`src/rtl/pause_fade_ctrl.sv`:
```
// Merges user/OSD/request pause sources into pause_cpu and fades the RGB bus while user pause is held.
// Optional macro PAUSE_FRAME_ALIGN_EN: pause_cpu updates only on the cycle after a vblank rising edge.
module pause_fade_ctrl #(
   parameter int RW            = 3,
   parameter int GW            = 3,
   parameter int BW            = 2,
   parameter int NREQ          = 1,
   parameter int TICKS_PER_SEC = 20_000_000,
   parameter int DIM_SECONDS   = 10,
   parameter int FADE_CYCLES   = 2_000_000,
   parameter int DIM_MAX       = 2
) (
   input  logic                           clk_sys,
   input  logic                           reset,
   input  logic                           user_button,
   input  logic [NREQ-1:0]                pause_request,
   input  logic                           OSD_STATUS,
   input  logic [1:0]                     options,
   input  logic                           vblank,
   input  logic [RW-1:0]                  r,
   input  logic [GW-1:0]                  g,
   input  logic [BW-1:0]                  b,
   output logic [RW+GW+BW-1:0]            rgb_out,
   output logic                           pause_cpu,
   output logic [$clog2(DIM_MAX+1)-1:0]   dim_level
);

   localparam int          LW        = $clog2(DIM_MAX + 1);
   localparam logic [31:0] DIM_TERM  = 32'(TICKS_PER_SEC * DIM_SECONDS - 1);
   localparam logic [31:0] FADE_TERM = 32'(FADE_CYCLES - 1);
   localparam logic [LW-1:0] LEVEL_MAX = LW'(DIM_MAX);

   typedef enum logic [1:0] {
      S_RUN,
      S_PAUSED,
      S_FADING,
      S_DIMMED
   } state_t;

   state_t        state_reg, state_next;
   logic [31:0]   dim_timer_reg, dim_timer_next;
   logic [31:0]   fade_timer_reg, fade_timer_next;
   logic [LW-1:0] dim_level_reg, dim_level_next;
   logic [LW-1:0] level_inc;
   logic          btn_prev_reg;
   logic          opt1_prev_reg;
   logic          toggle_reg;
   logic          btn_edge;
   logic          toggle_eff;
   logic          dim_fall;
   logic          pause_src;
   logic          pause_load;

   assign btn_edge   = user_button & ~btn_prev_reg;
   // The toggle's next value drives the FSM so a button edge beats a same-cycle timer terminal count.
   assign toggle_eff = toggle_reg ^ btn_edge;
   assign dim_fall   = opt1_prev_reg & ~options[1];
   assign pause_src  = toggle_reg | (|pause_request) | (OSD_STATUS & options[0]);
   assign level_inc  = dim_level_reg + LW'(1);
   assign dim_level  = dim_level_reg;

`ifdef PAUSE_FRAME_ALIGN_EN
   logic vblank_prev_reg;

   always_ff @(posedge clk_sys) begin
      vblank_prev_reg <= vblank;
   end

   assign pause_load = vblank & ~vblank_prev_reg;
`else
   logic unused_vblank;

   assign unused_vblank = vblank;
   assign pause_load    = 1'b1;
`endif

   always_comb begin
      state_next      = state_reg;
      dim_timer_next  = dim_timer_reg;
      fade_timer_next = fade_timer_reg;
      dim_level_next  = dim_level_reg;
      if (!toggle_eff || dim_fall) begin
         state_next      = S_RUN;
         dim_level_next  = '0;
         dim_timer_next  = '0;
         fade_timer_next = '0;
      end else begin
         case (state_reg)
            S_RUN: begin
               state_next     = S_PAUSED;
               dim_timer_next = '0;
            end
            S_PAUSED: begin
               if (options[1]) begin
                  if (dim_timer_reg == DIM_TERM) begin
                     fade_timer_next = '0;
                     dim_level_next  = LW'(1);
                     state_next      = (DIM_MAX == 1) ? S_DIMMED : S_FADING;
                  end else if (dim_timer_reg != '1) begin
                     dim_timer_next = dim_timer_reg + 32'd1;
                  end
               end
            end
            S_FADING: begin
               if (fade_timer_reg == FADE_TERM) begin
                  fade_timer_next = '0;
                  dim_level_next  = level_inc;
                  if (level_inc == LEVEL_MAX) begin
                     state_next = S_DIMMED;
                  end
               end else if (fade_timer_reg != '1) begin
                  fade_timer_next = fade_timer_reg + 32'd1;
               end
            end
            S_DIMMED: begin
               dim_level_next = LEVEL_MAX;
            end
            default: begin
               state_next     = S_RUN;
               dim_level_next = '0;
            end
         endcase
      end
   end

   // Edge-detect history tracks the inputs even in reset so a level held through reset never fires.
   always_ff @(posedge clk_sys) begin
      btn_prev_reg  <= user_button;
      opt1_prev_reg <= options[1];
      if (reset) begin
         toggle_reg     <= 1'b0;
         state_reg      <= S_RUN;
         dim_timer_reg  <= '0;
         fade_timer_reg <= '0;
         dim_level_reg  <= '0;
         pause_cpu      <= 1'b0;
         rgb_out        <= '0;
      end else begin
         toggle_reg     <= toggle_eff;
         state_reg      <= state_next;
         dim_timer_reg  <= dim_timer_next;
         fade_timer_reg <= fade_timer_next;
         dim_level_reg  <= dim_level_next;
         if (pause_load) begin
            pause_cpu <= pause_src;
         end
         rgb_out <= {r >> dim_level_reg, g >> dim_level_reg, b >> dim_level_reg};
      end
   end

endmodule

```
`config.mk`:
```
export PLATFORM = sky130hd
export DESIGN_NAME = pause_fade_ctrl
export DESIGN_NICKNAME = d
export VERILOG_FILES = /design/src/rtl/pause_fade_ctrl.sv
export SDC_FILE = /design/constraint.sdc
export NUM_CORES = 1
export LEC_CHECK = 0
export CORE_MARGIN = 2
export CORE_UTILIZATION = 48
export DETAILED_ROUTE_END_ITERATION = 16
export GPL_TIMING_DRIVEN = 0
export HOLD_SLACK_MARGIN = 0.06
export PLACE_DENSITY = 0.71
export SYNTH_ARGS = -nofsm -noshare
export SYNTH_HDL_FRONTEND = slang
export SYNTH_SLANG_ARGS = --single-unit
```
`constraint.sdc`:
```
create_clock -name clk_sys -period 4.5 [get_ports clk_sys]
set_input_delay 0.9 -clock clk_sys [delete_from_list [all_inputs] [get_ports clk_sys]]
set_output_delay 0.9 -clock clk_sys [all_outputs]
set_load 0.005 [all_outputs]
```
==> metrics.txt <==
Worst setup SP type=input port; max layer used=met4; CTS tree=done; worst min-delay path class=reg -> reg; Post-Syn Instances=554; setup TNS=0 ns; synth unique cells=63; post-synthesis sequential area ratio=35.4%; first-pass GRT wire length=20.1 mm; Top Family by Delay on Critical Path=compound AO/OA/AOI/OAI gates; pin count of the biggest net entering global routing=16; share of layout cells above drive strength 1=8.08%; Worst IR Drop VDD=0.143 mV; Avg Inst Size Synth=8.17 sq um; CP arrival=3.53 ns; Synth Warn #=0; Logic pwr share=8.6%; clock sinks=80; Worst Setup End Kind=flip-flop; Die Ht=101 microns; CP max FO=6; clock buffer depth=2; Final setup viols=0; root buffer cell=clkbuf_8; crit path kind=in -> reg; RSZ-0062 raised after global routing=no; CP Cell Sequence=clkdlybuf4s50_1 -> and2_0 -> buf_2 -> nand4_1 -> a2111oi_0 -> a41oi_1 -> a311oi_1; Fill cells=838; Area contributors post-synth=dfxtp_1 (35%), a21oi_1 (5.0%), a311oi_1 (4.5%), nand3_1 (4.2%), o21ai_0 (4.1%); final layout net count=613; drt initial violations=422; post-layout minimum cycle time=3.26 ns; Internal=0.00108 W; Antenna Cells=0; Peak Freq=307 MHz; critical path required time=4.77 ns; die area=10200 sq um; met1 WL=5.89 mm; Worst-Skew Late Latency=0.36 ns; Via density=6.48; Synth Flop Type=dfxtp_1; Power Dens Cells=283 nW/um^2; WL met3=939 microns; fraction of registers with async set/reset=0%; register bit count reported by yosys=80; detailed-router iteration count before antenna repair=5; number of cell rows=35; WP buf/inv=2; Slowest Stage Delay on Critical Path=1.03 ns; Net Count, Synth=578; Core ar.=9200 sq um; met2 wire length=5.42 mm; Worst-path clk slew=0.09 ns; drt total wl=12.4 mm; fin area=5130 sq um; Hold-fix buffers, CTS=0; Max-Cap Viols=0; commonest non-fill, non-tap cell in the layout=dfxtp_1; initial antenna violation count=0; EDFF count, synth=0; vias in the first global route=4010; Top Ports=27; Detail Route Antenna Nets=0; outcome=complete, no violations; Initial Utilization=49.2%; via count=4565; CTS HTree Levels=3; DIE WIDTH=101 microns; slowest stage cell, crit path=a2111oi_0; switching fraction of total power=25.5%; Post-Syn Area=4530 sq um; Area growth syn-to-layout=13.4%; fin. max-slew vios=0; Least-Margin Pin Slew=1.14 ns; DRC Markers=0; routability cong.=0.939; Max-slew headroom=21.8%; post_cts resized=0; P_sw=0.000371 W; Final Cycle Share=72.4%; Placement Cell Area=4900 sq um; sequential share of power=49.5%; DPL Wire Length=8.73 mm; Setup Skew=0.0159 ns; I/O Buffers=24; CTS Buf Count=9; post-CTS setup buffer count=0; top cell type's share of synthesized area=35.4%; Final Power=0.00145 W; clock share of power=41.9%; Hold Vio Cnt, Final=0; routed len/inst=17.6 microns; Yosys top cell by area=dfxtp_1; Total Routing Usage GR=24.3%; grt total ovfl=0; P_leak=1.54 nW; most frequent cells in the layout=dfxtp_1 (80), a21oi_1 (45), nand2_1 (42)
[power by group through the flow]
stage	logic [W]	registers [W]	clock network, W
6_report	0.000125	0.000719	0.000608
5_1_grt	0.000138	0.000720	0.000643
4_1_cts	0.000125	0.000719	0.000618
3_5_place_dp	0.000124	0.000736	0
3_3_place_gp	0.000122	0.000736	0
2_1_floorplan	0.0000705	0.000736	0
[path summary, 6_finish.rpt]
| path | startpoint | endpoint | slack (ns) | cells after the start |
|---|---|---|---|---|
| worst max-delay path | options[1] | dim_timer_reg[30]$_SDFFE_PP0P_ | 1.24 | 7 |
| worst min-delay path | fade_timer_reg[1]$_SDFFE_PP0P_ | fade_timer_reg[1]$_SDFFE_PP0P_ | 0.48 | 2 |
| worst max register to register | fade_timer_reg[0]$_SDFFE_PP0P_ | fade_timer_reg[7]$_SDFFE_PP0P_ | 1.49 | 8 |
| worst min register to register | fade_timer_reg[1]$_SDFFE_PP0P_ | fade_timer_reg[1]$_SDFFE_PP0P_ | 0.48 | 2 |
[through the flow]
| stage | setup WS [ns] | util, % | hold WS (ns) | std cells |
|---|---|---|---|---|
| floorplan | 1.98 | - | 0.435 | 554 |
| global placement | 0.971 | 53.3 | 0.455 | 689 |
| detailed placement | 0.863 | 53.3 | 0.474 | 689 |
| CTS | 1.26 | 55.8 | 0.486 | 705 |
| global route | 1.06 | 55.8 | 0.524 | 705 |
| finish | 1.24 | 55.8 | 0.485 | 705 |
[worst reg2reg max path, delay by kind of cell (launching register included)]
kind                       cells  cell delay, ns
DFF                            1            0.38
buffers and inverters          1            0.53
and+or+nand+nor                2            0.44
AOI/OAI and AO/OA              4            1.28
adders and majority gates      1            0.23
[kinds of logic after synthesis]
| kind of cell | after synthesis | synth area share [%] |
|---|---|---|
| simple gates | 237 | 29.6 |
| compound gates | 175 | 26.1 |
| flops | 80 | 35.4 |
| buf+inv | 46 | 4.95 |
| fa+ha+maj | 8 | 2.21 |
| mux | 7 | 1.58 |
| xor+xnor | 1 | 0.194 |
[layout make-up]
type	count	area (sq um)	area share (%)
buffer	37	190	3.71
tap	111	139	2.71
clock buffer	9	124	2.41
clock inverter	7	104	2.02
timing repair buffer	24	240	4.68
sequential	80	1600	31.2
inverter	9	33.8	0.658
multi-input combinational	428	2700	52.6
[metal layers]
| layer | vias to the layer above | track usage [%] |
|---|---|---|
| met3 | 17 | 4.16 |
| met1 | 2155 | 36.2 |
| li1 | 2215 | - |
| met5 | - | 0 |
| met2 | 178 | 35.9 |
| met4 | 0 | 6.96 |
[synthesized netlist by cell type (all sizes together) (3+ instances only)]
library cell  count
ha                8
nand2            43
o21ba             4
nand2b            6
a41oi             7
clkbuf           24
dfxtp            80
a311oi           23
o21ai            39
or4              10
a21o              3
o41ai             9
nand3            39
a31oi            16
o31ai             4
nand3b            6
nor2b             7
buf              13
nor2             40
nor3              9
o211ai           10
a21oi            45
mux2i             6
or3               9
nand4b            3
nand4            16
and3             11
inv               9
nor4              9
and4              6
nor4b             3
and2             13
No activity file was read; power rests on OpenSTA's default activity.
